<file path="src/rtl/ram_request_arbiter.sv">
// Shares one SDRAM request port among NUM_REQ requesters: fixed priority for
// requester 0 (bounded by a hog limiter), round-robin for the rest, ack watchdog.
module ram_request_arbiter #(
  parameter int unsigned NUM_REQ    = 3,
  parameter int unsigned ADDR_WIDTH = 23,
  parameter int unsigned DATA_WIDTH = 16,
  parameter int unsigned HOG_LIMIT  = 4,
  parameter int unsigned TIMEOUT    = 255
) (
  input  logic                            CLK,
  input  logic                            RESET_n,
  input  logic [NUM_REQ-1:0]              REQ,
  input  logic [NUM_REQ-1:0]              WE,
  input  logic [NUM_REQ*ADDR_WIDTH-1:0]   ADDR,
  input  logic [NUM_REQ*DATA_WIDTH-1:0]   WDATA,
  output logic [NUM_REQ-1:0]              ACK,
  output logic [DATA_WIDTH-1:0]           RDATA,
  output logic                            ERR,
  output logic                            MEM_REQ,
  output logic                            MEM_WE,
  output logic [ADDR_WIDTH-1:0]           MEM_ADDR,
  output logic [DATA_WIDTH-1:0]           MEM_WDATA,
  input  logic                            MEM_ACK,
  input  logic [DATA_WIDTH-1:0]           MEM_RDATA,
  output logic [$clog2(NUM_REQ)-1:0]      GRANT_ID,
  output logic                            BUSY
);

  localparam int unsigned IDW = $clog2(NUM_REQ);
  localparam int unsigned HCW = $clog2(HOG_LIMIT + 1);

  typedef enum logic [1:0] {
    S_IDLE,
    S_ISSUE,
    S_WAIT
  } state_t;

  state_t                  state_q, state_d;
  logic [NUM_REQ-1:0]      ack_q, ack_d;
  logic                    err_q, err_d;
  logic                    mem_req_q, mem_req_d;
  logic                    mem_we_q, mem_we_d;
  logic [ADDR_WIDTH-1:0]   mem_addr_q, mem_addr_d;
  logic [DATA_WIDTH-1:0]   mem_wdata_q, mem_wdata_d;
  logic [DATA_WIDTH-1:0]   rdata_q, rdata_d;
  logic [IDW-1:0]          grant_q, grant_d;
  logic [IDW-1:0]          rr_q, rr_d;
  logic [HCW-1:0]          hog_q, hog_d;
  logic [7:0]              wd_q, wd_d;

  logic [NUM_REQ-1:0]      elig;
  logic                    others_elig;
  logic                    pick0;
  logic                    rr_found;
  logic [IDW-1:0]          rr_idx;
  logic                    pick_valid;
  logic [IDW-1:0]          pick_id;

  // The requester being acked this cycle still holds REQ; mask it out.
  assign elig        = REQ & ~ack_q;
  assign others_elig = |elig[NUM_REQ-1:1];
  assign pick0       = elig[0] && ((hog_q < HCW'(HOG_LIMIT)) || !others_elig);

  always_comb begin
    logic [IDW-1:0] cand;
    rr_found = 1'b0;
    rr_idx   = '0;
    cand     = rr_q;
    for (int unsigned k = 0; k < NUM_REQ - 1; k++) begin
      if (!rr_found && elig[cand]) begin
        rr_found = 1'b1;
        rr_idx   = cand;
      end
      cand = (cand == IDW'(NUM_REQ - 1)) ? IDW'(1) : cand + IDW'(1);
    end
  end

  assign pick_valid = pick0 || rr_found;
  assign pick_id    = pick0 ? '0 : rr_idx;

  always_comb begin
    state_d     = state_q;
    ack_d       = '0;
    err_d       = 1'b0;
    mem_req_d   = 1'b0;
    mem_we_d    = mem_we_q;
    mem_addr_d  = mem_addr_q;
    mem_wdata_d = mem_wdata_q;
    rdata_d     = rdata_q;
    grant_d     = grant_q;
    rr_d        = rr_q;
    hog_d       = hog_q;
    wd_d        = wd_q;

    unique case (state_q)
      S_IDLE: begin
        if (pick_valid) begin
          mem_we_d    = WE[pick_id];
          mem_addr_d  = ADDR[pick_id * ADDR_WIDTH +: ADDR_WIDTH];
          mem_wdata_d = WDATA[pick_id * DATA_WIDTH +: DATA_WIDTH];
          grant_d     = pick_id;
          state_d     = S_ISSUE;
          if (pick0) begin
            if (!others_elig) begin
              hog_d = '0;
            end else if (hog_q != HCW'(HOG_LIMIT)) begin
              hog_d = hog_q + HCW'(1);
            end
          end else begin
            hog_d = '0;
            rr_d  = (pick_id == IDW'(NUM_REQ - 1)) ? IDW'(1) : pick_id + IDW'(1);
          end
        end
      end

      S_ISSUE: begin
        mem_req_d = 1'b1;
        wd_d      = '0;
        state_d   = S_WAIT;
      end

      S_WAIT: begin
        // An ack on the final watchdog cycle still wins over the timeout.
        if (MEM_ACK) begin
          rdata_d = MEM_RDATA;
          ack_d   = NUM_REQ'(1) << grant_q;
          state_d = S_IDLE;
        end else if (wd_q == 8'(TIMEOUT)) begin
          rdata_d = '1;
          ack_d   = NUM_REQ'(1) << grant_q;
          err_d   = 1'b1;
          state_d = S_IDLE;
        end else begin
          wd_d = wd_q + 8'd1;
        end
      end

      default: state_d = S_IDLE;
    endcase
  end

  always_ff @(posedge CLK) begin
    if (!RESET_n) begin
      state_q     <= S_IDLE;
      ack_q       <= '0;
      err_q       <= 1'b0;
      mem_req_q   <= 1'b0;
      mem_we_q    <= 1'b0;
      mem_addr_q  <= '0;
      mem_wdata_q <= '0;
      rdata_q     <= '0;
      grant_q     <= '0;
      rr_q        <= IDW'(1);
      hog_q       <= '0;
      wd_q        <= '0;
    end else begin
      state_q     <= state_d;
      ack_q       <= ack_d;
      err_q       <= err_d;
      mem_req_q   <= mem_req_d;
      mem_we_q    <= mem_we_d;
      mem_addr_q  <= mem_addr_d;
      mem_wdata_q <= mem_wdata_d;
      rdata_q     <= rdata_d;
      grant_q     <= grant_d;
      rr_q        <= rr_d;
      hog_q       <= hog_d;
      wd_q        <= wd_d;
    end
  end

  assign ACK       = ack_q;
  assign ERR       = err_q;
  assign RDATA     = rdata_q;
  assign MEM_REQ   = mem_req_q;
  assign MEM_WE    = mem_we_q;
  assign MEM_ADDR  = mem_addr_q;
  assign MEM_WDATA = mem_wdata_q;
  assign GRANT_ID  = grant_q;
  assign BUSY      = (state_q != S_IDLE);

endmodule

</file>
<file path="config.mk">
export PLATFORM = sky130hd
export DESIGN_NAME = ram_request_arbiter
export DESIGN_NICKNAME = d
export VERILOG_FILES = /design/src/rtl/ram_request_arbiter.sv
export SDC_FILE = /design/constraint.sdc
export NUM_CORES = 1
export LEC_CHECK = 0
export BUFFER_PORTS_ARGS = -buffer_cell sky130_fd_sc_hd__buf_2
export CORE_MARGIN = 2
export CORE_UTILIZATION = 45
export DETAILED_ROUTE_END_ITERATION = 10
export GPL_ROUTABILITY_DRIVEN = 0
export PLACE_DENSITY = 0.88
export SYNTH_ARGS = -nofsm -noshare
export SYNTH_HDL_FRONTEND = slang
export SYNTH_SLANG_ARGS = --single-unit
</file>
<file path="constraint.sdc">
create_clock -name CLK -period 2.3 [get_ports CLK]
set_input_delay 0.46 -clock CLK [delete_from_list [all_inputs] [get_ports CLK]]
set_output_delay 0.46 -clock CLK [all_outputs]
set_load 0.02 [all_outputs]
</file>
==> results of run 1 <==
==> area by class of cell <==
class                           count  area [µm²]  share of cell area (%)
Tap cell                          105       131.4                   2.541
Inverter                           10       37.54                  0.7259
Clock buffer                       10       127.6                   2.468
Timing Repair Buffer              213        1124                   21.73
Sequential cell                    78        1562                   30.20
Clock inverter                      6       86.33                   1.669
Multi-Input combinational cell    245        2103                   40.67
==> placed cells by master, fill, tap and decap left out, drive strengths merged, types with 2 or more instances in the layout <==
master	instances
buf	213
dfxtp	78
o21ai	45
mux2i	41
a22oi	40
nand2	19
o221a	17
nand3	11
clkbuf	10
inv	10
a21oi	10
nor2	10
nor3	6
nand4	4
nand2b	4
a31oi	4
ha	3
clkinv	3
nor2b	2
and4	2
and2	2
or3	2
nand4b	2
a32o	2
bufinv	2
o311ai	2
and3	2
==> metrics by stage <==
| step | std cells | area, µm² |
|---|---|---|
| after floorplan | 359 | 3884 |
| after global routing | 667 | 5171 |
| after global placement | 651 | 4957 |
| after CTS | 667 | 5171 |
| final | 667 | 5171 |
| after detailed placement | 651 | 4957 |
==> routing by layer <==
layer	wire (µm)	up-vias	track usage, %
met5	0	-	0
met4	164	0	7.909
met3	622	14	5.708
met2	5835	140	41.13
met1	4263	1720	25.26
li1	-	1762	-
==> report_power, final <==
| group | internal, µW | total (µW) | switching [µW] |
|---|---|---|---|
| clock | 610 | 1100 | 488 |
| sequential | 1490 | 1600 | 105 |
| combinational | 398 | 969 | 572 |
| total | 2500 | 3670 | 1160 |
==> sequential cells by signal, indices dropped and copies added, names as in the netlist <==
register and cells:
MEM_ADDR 23, MEM_WDATA 16, RDATA 16, wd_q 8, ACK 3, hog_q 3, GRANT_ID 2, rr_q 2
state_q 2, ERR 1, MEM_REQ 1, MEM_WE 1
==> logic make-up after synthesis <==
family / count (synthesis) / synth area share, %
XOR/XNOR: 1 / 0.2256
AO/OA/AOI/OAI: 127 / 31.09
buffers and inverters: 36 / 5.928
flip-flops: 78 / 40.21
AND/OR/NAND/NOR: 72 / 10.73
adder cells (fa/ha/maj): 3 / 0.9666
multiplexers: 42 / 10.86
==> worst reg2reg max path: cells and delay by family, from the launching register on <==
kind             cells  cell delay, ns
flip-flops           1            0.60
AND/OR/NAND/NOR      3            0.73
AO/OA/AOI/OAI        2            0.61
==> worst paths after layout <==
path	start	to	cells after the start
setup / recovery	rr_q[1]	MEM_WDATA[5]	5
hold / removal	WDATA[47]	MEM_WDATA[15]	3
setup reg to reg	rr_q[1]	MEM_WDATA[5]	5
hold reg to reg	GRANT_ID[0]	ACK[0]	1
==> PnR_summary.wiki, run 1 <==
{| class="wikitable"
! Metric !! Value
|-
| Clock tree root driver cell || sky130_fd_sc_hd__clkbuf_8
|-
| Cell with the largest stage delay on the worst path || sky130_fd_sc_hd__dfxtp_1
|-
| Register-to-register path setup slack || 0.29 ns
|-
| Hold-fix buffers, CTS || 0
|-
| Final core area utilization || 62.31%
|-
| Max Freq || 497.6 MHz
|-
| Number of buffers between clock root and the deepest sink || 2
|-
| Boundary pin count || 206
|-
| Main area contributors after synthesis || sky130_fd_sc_hd__dfxtp_1 (40%), sky130_fd_sc_hd__a22oi_2 (13%), sky130_fd_sc_hd__mux2i_1 (11%)
|-
| Number of synthesized register bits || 78
|-
| Number of distinct library cell variants in the gate-level netlist after synthesis || 55
|-
| Initial antenna violation count || 0
|-
| Total negative setup slack || 0 ns
|-
| # nets final || 702
|-
| Least-Margin Pin Slew || 0.6616 ns
|-
| Chip width || 96.90 µm
|-
| Asr flop ratio synth || 0%
|-
| Share of post-route cells with drive strength above 1 || 53.74%
|-
| Power per Cell Area || 709.0 mW/mm²
|-
| CP required || 2.55 ns
|-
| Setup repair after global routing missed its margin || false
|-
| Number of failing hold endpoints at the final stage || 0
|-
| WL/cell || 16.32 µm
|-
| Leading post-synthesis cells by instance count || sky130_fd_sc_hd__dfxtp_1 (78), sky130_fd_sc_hd__mux2i_1 (41), sky130_fd_sc_hd__a22oi_2 (40)
|-
| Mapped cell area || 0.003884 mm²
|-
| Data arrival time of the critical path || 2.26 ns
|-
| CTS H-Tree Depth || 3
|-
| Number of warnings printed during yosys synthesis || 0
|-
| Critical Path End Type || flip-flop
|-
| Critical path launch point type || flip-flop
|-
| Final number of max-transition violations || 0
|-
| Result of the run || completed
|-
| Portion of the clock cycle consumed by the worst path in the final layout || 87.38%
|-
| Leakage power of the design || 0.002442 µW
|-
| Final worst clock skew || 0.01262 ns
|-
| Number of placement rows || 33
|-
| Peak VDD IR || 0.0003179 V
|-
| Top cell type by total area after synthesis || sky130_fd_sc_hd__dfxtp_1
|-
| Die area || 0.009390 mm²
|-
| Final antenna diode count || 0
|-
| Number of fillers in the final layout || 665
|-
| Share of synthesized area occupied by flip-flops and latches || 40.21%
|-
| Post-synth EDFFs || 0
|-
| Cell chain of the critical path || nor2_4, o311ai_4, and3_2, nand2_4, o21ai_1
|-
| DR iter-0 viols || 104
|-
| Cell type group with the largest total delay on the critical path || simple AND/OR/NAND/NOR gates
|-
| Worst hold-check slack || 0.3244 ns
|-
| DRT antenna net count || 0
|-
| Final Routed Wirelength || 10890 µm
|-
| Relative slew slack || 55.85%
|-
| Clock sink count || 78
|-
| Number of instances in the synthesized netlist || 359
|-
| Most frequent cell after synthesis || sky130_fd_sc_hd__dfxtp_1
|-
| Cts bufs inserted || 9
|-
| Max stage delay on crit path || 0.60 ns
|-
| Post-route DRC violation count || 0
|-
| Count of endpoints failing setup in the final report || 0
|-
| Initial Utilization || 46.80%
|-
| Setup slack at placement || 0.2798 ns
|-
| Clock slew at the register clock pins of the worst setup and hold paths || 0.08 ns
|-
| CTS tree || done
|-
| Worst-skew pair later-pin latency || 0.34 ns
|-
| Average vias per placed instance || 5.451
|-
| Number of buffers inserted by port buffering || 205
|-
| Mean area per synthesized cell || 10.82 µm²
|-
| Number of violations of the max-capacitance limit || 0
|-
| Synth-to-Final Area Change || 33.15%
|-
| Setup bufs post-CTS || 0
|-
| Hold/Removal Path Class || input port to flip-flop
|-
| Maximum number of pins on one net before global-route repair || 41
|-
| Vert. Die Dim || 96.90 µm
|-
| Peak fanout along the critical path || 40
|-
| Post-layout worst setup margin || 0.2904 ns
|-
| Total power || 3666 µW
|-
| Vias in the first global route || 3693
|-
| Final period demand of the worst path || 2.010 ns
|-
| Total routing resource utilization after global routing || 22.53%
|-
| Yosys top cell area share || 40.21%
|-
| Std-Cell Core Area || 0.008299 mm²
|-
| First-pass GRT wire length || 17480 µm
|-
| Half-perimeter wire length after detailed placement || 8446 µm
|-
| Number of buffer and inverter stages on the critical path || 0
|-
| Post-synthesis net count || 504
|-
| Leading register cell type out of synthesis || sky130_fd_sc_hd__dfxtp_1
|-
| Total via count after detailed routing || 3636
|-
| Remaining Overflow, GRT || 0
|-
| Pre-Repair DR Iteration Count || 5
|-
| Worst Setup Path Type || flip-flop to flip-flop
|-
| Number of gates resized after CTS || 0
|}
Power figures use the tool's default switching activity.
==> run 2, diff against run 1 <==
PLACE_DENSITY = 0.8   (was 0.88)
==> PnR_summary.wiki, run 2 (synthesized netlist as in run 1, its figures left out) <==
{| class="wikitable"
! Metric !! Value
|-
| Result of the run || completed
|-
| Vert. Die Dim || 96.90 µm
|-
| Number of placement rows || 33
|-
| Data arrival time of the critical path || 2.26 ns
|-
| Total via count after detailed routing || 3619
|-
| Average vias per placed instance || 5.426
|-
| Final Routed Wirelength || 10660 µm
|-
| Initial antenna violation count || 0
|-
| Worst hold path cell count || 3
|-
| DR iter-0 viols || 73
|-
| Synth-to-Final Area Change || 33.73%
|-
| Total net switching power || 1162 µW
|-
| Worst-skew pair later-pin latency || 0.35 ns
|-
| Clock slew at the register clock pins of the worst setup and hold paths || 0.08 ns
|-
| P_int || 2670 µW
|-
| Worst Setup Path Type || flip-flop to flip-flop
|-
| Remaining Overflow, GRT || 0
|-
| Total negative setup slack || 0 ns
|-
| Number of flip-flops in the largest register || 23
|-
| First-pass GRT wire length || 17020 µm
|-
| Number of buffers inserted by port buffering || 205
|-
| Clock tree root driver cell || sky130_fd_sc_hd__clkbuf_8
|-
| Post-route DRC violation count || 0
|-
| Final core area utilization || 62.58%
|-
| Number of gates resized after CTS || 0
|-
| Peak VDD IR || 0.0003276 V
|-
| Setup repair after global routing missed its margin || false
|-
| Share of post-route cells with drive strength above 1 || 53.56%
|-
| Number of violations of the max-capacitance limit || 0
|-
| CTS tree || done
|-
| Chip width || 96.90 µm
|-
| Number of buffers between clock root and the deepest sink || 2
|-
| Number of fillers in the final layout || 709
|-
| Maximum number of pins on one net before global-route repair || 41
|-
| Hold-fix buffers, CTS || 0
|-
| Final worst clock skew || 0.01189 ns
|-
| Power per Cell Area || 737.7 mW/mm²
|-
| Leakage power of the design || 0.002456 µW
|-
| Switching power as a share of total power || 30.32%
|-
| Vias in the first global route || 3579
|-
| Total routing resource utilization after global routing || 21.96%
|-
| Final period demand of the worst path || 1.981 ns
|-
| Peak fanout along the critical path || 40
|-
| Post-layout instance count excluding filler cells || 667
|-
| Number of cell instances on the worst register-to-register path || 5
|-
| Final number of max-transition violations || 0
|-
| Boundary pin count || 206
|-
| Relative slew slack || 57.38%
|-
| CTS H-Tree Depth || 3
|-
| Clock sink count || 78
|-
| Die area || 0.009390 mm²
|-
| WL/cell || 15.99 µm
|-
| # nets final || 702
|-
| Reg power frac || 41.7%
|-
| Critical path launch point type || flip-flop
|-
| Relative contribution of the clock network to total power || 33.3%
|-
| Cts bufs inserted || 9
|-
| Leading cell types in the layout, fill and taps excluded || sky130_fd_sc_hd__buf_2 (205), sky130_fd_sc_hd__dfxtp_1 (78), sky130_fd_sc_hd__mux2i_1 (41), sky130_fd_sc_hd__a22oi_2 (40), sky130_fd_sc_hd__o21ai_1 (25)
|-
| Number of failing hold endpoints at the final stage || 0
|-
| Most common cell after layout, fill and taps aside || sky130_fd_sc_hd__buf_2
|-
| Critical Path End Type || flip-flop
|-
| Part of the power in combinational logic || 25.0%
|-
| Pre-Repair DR Iteration Count || 4
|-
| DRT antenna net count || 0
|-
| Hold/Removal Path Class || input port to flip-flop
|-
| Placed cells || 651
|-
| Half-perimeter wire length after detailed placement || 8240 µm
|-
| Max Freq || 504.8 MHz
|-
| Least-Margin Pin Slew || 0.6386 ns
|-
| Initial Utilization || 46.80%
|-
| Setup bufs post-CTS || 0
|-
| Std-Cell Core Area || 0.008299 mm²
|-
| Count of endpoints failing setup in the final report || 0
|-
| Final antenna diode count || 0
|-
| CP required || 2.58 ns
|-
| Portion of the clock cycle consumed by the worst path in the final layout || 86.13%
|}
[run 2: power groups by stage]
stage / logic [µW] / clock network, µW / registers (µW)
6_report: 960 / 1270 / 1600
5_1_grt: 1030 / 1350 / 1620
4_1_cts: 969 / 1290 / 1600
3_5_place_dp: 967 / 0 / 1630
3_3_place_gp: 946 / 0 / 1620
2_1_floorplan: 475 / 0 / 1770
[run 2: routing by layer]
metal,vias up,track usage [%],wire length (µm)
li1,1762,-,-
met1,1691,24.69,4281
met2,140,38.84,5406
met3,26,4.552,652
met4,0,11.59,323
met5,-,0,0
[run 2: layout make-up]
class                           instances  area (µm²)  area share, %
Multi-Input combinational cell        245        2103          40.50
Sequential cell                        78        1562          30.07
Clock inverter                          3       90.09          1.735
Inverter                               10       37.54         0.7227
Tap cell                              105       131.4          2.530
Clock buffer                           13       158.9          3.059
Timing Repair Buffer                  213        1111          21.39
[run 2: worst max-delay path, cell delays in order, from the launching register on]
cell and delay, ns:
sky130_fd_sc_hd__dfxtp_1 0.61, sky130_fd_sc_hd__nor2_4 0.09, sky130_fd_sc_hd__o311ai_4 0.32, sky130_fd_sc_hd__and3_2 0.31
sky130_fd_sc_hd__nand2_4 0.31, sky130_fd_sc_hd__o21ai_1 0.25
[run 2: through the flow]
stage	power (µW)	setup WS (ns)	instance area, µm²	hold slack (ns)
2_1_floorplan	2249	0.6680	3884	0.4486
4_1_cts	3855	0.3154	5194	0.3019
3_5_place_dp	2595	0.3220	4945	0.4688
5_1_grt	3994	0.1925	5194	0.3112
3_3_place_gp	2565	0.3724	4945	0.4585
6_report	3831	0.3190	5194	0.3125
[run 2: worst paths after layout]
kind	start	endpoint	slack, ns
max	rr_q[1]	MEM_ADDR[13]	0.32
min	WDATA[46]	MEM_WDATA[14]	0.31
max reg2reg	rr_q[1]	MEM_ADDR[13]	0.32
min reg2reg	hog_q[1]	hog_q[1]	0.48
==> run 3, diff against run 2 <==
ABC_AREA = 1   (was default)
CAP_MARGIN = 25   (was default)
CORE_UTILIZATION = 47   (was 45)
PLACE_DENSITY = 0.81   (was 0.8)
==> PnR_summary.wiki, run 3 <==
{| class="wikitable"
! Metric !! Value
|-
| Result of the run || completed
|-
| Final antenna diode count || 0
|-
| Share of synthesized area occupied by flip-flops and latches || 36.77%
|-
| Initial antenna violation count || 0
|-
| Number of distinct library cell variants in the gate-level netlist after synthesis || 27
|-
| Chip width || 99.06 µm
|-
| Met2 Use GR || 41.22%
|-
| Post-synthesis net count || 845
|-
| Hold/Removal Path Class || input port to flip-flop
|-
| Multi-input logic area || 0.002178 mm²
|-
| Final number of max-transition violations || 0
|-
| Leakage power of the design || 0.003274 µW
|-
| WL/cell || 11.79 µm
|-
| DR iter-0 viols || 151
|-
| Post-route DRC violation count || 0
|-
| Share of post-route cells with drive strength above 1 || 28.00%
|-
| Pre-Repair DR Iteration Count || 4
|-
| Number of flip-flops in the largest register || 23
|-
| Synth-to-Final Area Change || 29.85%
|-
| Leading post-synthesis cells by instance count || sky130_fd_sc_hd__nand2_1 (269), sky130_fd_sc_hd__nand3_1 (90), sky130_fd_sc_hd__nor2_1 (88)
|-
| CP required || 2.59 ns
|-
| Std-Cell Core Area || 0.008721 mm²
|-
| Clock sink count || 78
|-
| DRT antenna net count || 0
|-
| Number of warnings printed during yosys synthesis || 0
|-
| Max Freq || 508.0 MHz
|-
| Number of gates resized after CTS || 0
|-
| Initial Utilization || 48.69%
|-
| Total negative setup slack || 0 ns
|-
| Most common cell after layout, fill and taps aside || sky130_fd_sc_hd__nand2_1
|-
| Final period demand of the worst path || 1.969 ns
|-
| Peak VDD IR || 0.0004314 V
|-
| CTS tree || done
|-
| Post-synth EDFFs || 0
|-
| Half-perimeter wire length after detailed placement || 8779 µm
|-
| Data arrival time of the critical path || 2.26 ns
|-
| Mean area per synthesized cell || 6.067 µm²
|-
| Mapped cell area || 0.004247 mm²
|-
| Clock slew at the register clock pins of the worst setup and hold paths || 0.09 ns
|-
| Maximum number of pins on one net before global-route repair || 32
|-
| Met3 Usage GRT || 4.184%
|-
| Yosys top cell area share || 36.77%
|-
| Asr flop ratio synth || 0%
|-
| Top Usage Layer GRT || met2
|-
| Vias in the first global route || 4422
|-
| Least-Margin Pin Slew || 0.4783 ns
|-
| Boundary pin count || 206
|-
| Area used by sequential logic in the layout || 0.001562 mm²
|-
| Remaining Overflow, GRT || 0
|-
| Total via count after detailed routing || 4848
|-
| Setup repair after global routing missed its margin || false
|-
| Power per Cell Area || 914.2 mW/mm²
|-
| Critical Path End Type || flip-flop
|-
| Setup slack at placement || 0.2627 ns
|-
| Final worst clock skew || 0.01066 ns
|-
| Relative slew slack || 67.90%
|-
| Die area || 0.009812 mm²
|-
| Critical path launch point type || flip-flop
|-
| Number of violations of the max-capacitance limit || 0
|-
| Number of synthesized register bits || 78
|-
| Average vias per placed instance || 4.810
|-
| Worst Setup Path Type || flip-flop to flip-flop
|-
| Count of endpoints failing setup in the final report || 0
|-
| Number of failing hold endpoints at the final stage || 0
|-
| Top cell type by total area after synthesis || sky130_fd_sc_hd__dfxtp_1
|-
| Most frequent cell after synthesis || sky130_fd_sc_hd__nand2_1
|-
| Total routing resource utilization after global routing || 23.93%
|-
| Worst-skew pair later-pin latency || 0.35 ns
|-
| Number of instances in the synthesized netlist || 700
|-
| First-pass GRT wire length || 19620 µm
|-
| Main area contributors after synthesis || sky130_fd_sc_hd__dfxtp_1 (37%), sky130_fd_sc_hd__nand2_1 (24%), sky130_fd_sc_hd__nand3_1 (11%)
|-
| Number of buffers between clock root and the deepest sink || 2
|-
| Number of fillers in the final layout || 895
|-
| Final Routed Wirelength || 11890 µm
|-
| Setup bufs post-CTS || 0
|-
| Clock tree root driver cell || sky130_fd_sc_hd__clkbuf_8
|-
| Hold-fix buffers, CTS || 0
|-
| CTS H-Tree Depth || 3
|-
| Post-layout worst setup margin || 0.3313 ns
|-
| Number of placement rows || 34
|-
| Leading register cell type out of synthesis || sky130_fd_sc_hd__dfxtp_1
|-
| Leading cell types in the layout, fill and taps excluded || sky130_fd_sc_hd__nand2_1 (269), sky130_fd_sc_hd__buf_2 (205), sky130_fd_sc_hd__nand3_1 (90), sky130_fd_sc_hd__nor2_1 (88)
|-
| Global routing usage on met1 || 30.71%
|-
| Vert. Die Dim || 99.06 µm
|-
| Portion of the clock cycle consumed by the worst path in the final layout || 85.60%
|-
| Number of buffers inserted by port buffering || 205
|-
| Cts bufs inserted || 9
|-
| # nets final || 1040
|-
| Peak fanout along the critical path || 7
|}
run 3: cell type report:
cell class	count	share of cell area [%]
sequential	78	28.32
inverter	82	5.582
multi-input combinational	505	39.51
tap	108	2.451
clock buffer	9	2.246
clock inverter	7	1.157
timing repair buffer	219	20.74
run 3: layer usage:
metal	share of wire [%]	vias up	routed length [µm]
met5	0	-	0
met4	1.1	0	133
met3	7.2	13	852
met2	48	166	5695
met1	44	2134	5207
li1	-	2535	-
run 3: final timing paths:
check	from	depth (start not counted)	to	slack [ns]
max	wd_q[0]	10	wd_q[4]	0.33
min	MEM_ACK	2	ERR	0.29
max reg2reg	wd_q[0]	10	wd_q[4]	0.33
min reg2reg	RDATA[11]	2	RDATA[11]	0.48
run 3: cells by family (layout without fill, tap and decap cells):
| kind of cell | Yosys count | in the layout | synth area share (%) |
|---|---|---|---|
| compound gates | 36 | 36 | 4.744 |
| xor+xnor | 1 | 1 | 0.2063 |
| fa+ha+maj | 3 | 3 | 0.8840 |
| buf+inv | 117 | 317 | 11.93 |
| flops | 78 | 78 | 36.77 |
| simple gates | 465 | 465 | 45.46 |
run 3: worst max-delay path, cell delays in order, from the launching register on:
cell	delay, ns
sky130_fd_sc_hd__dfxtp_1	0.35
sky130_fd_sc_hd__ha_1	0.24
sky130_fd_sc_hd__nand3_1	0.12
sky130_fd_sc_hd__nor2_1	0.07
sky130_fd_sc_hd__nand4_1	0.10
sky130_fd_sc_hd__nand2_1	0.12
sky130_fd_sc_hd__o21ai_1	0.42
sky130_fd_sc_hd__inv_1	0.23
sky130_fd_sc_hd__nor2_1	0.14
sky130_fd_sc_hd__nor2_1	0.05
sky130_fd_sc_hd__nor2_1	0.07
run 3: where the power goes:
| part | switching [µW] | internal (µW) |
|---|---|---|
| combinational | 1480 | 775 |
| clock | 588 | 419 |
| sequential | 154 | 1620 |
run 3: stage by stage:
stage	cells	power [µW]	area (µm²)	hold slack [ns]	util, %
after floorplan	700	3419	4247	0.4475	-
after global placement	992	4028	5326	0.4460	61.08
after detailed placement	992	4057	5326	0.4601	61.08
after CTS	1008	5063	5514	0.2769	63.23
after global routing	1008	5436	5514	0.2749	63.23
final	1008	5041	5514	0.2922	63.23
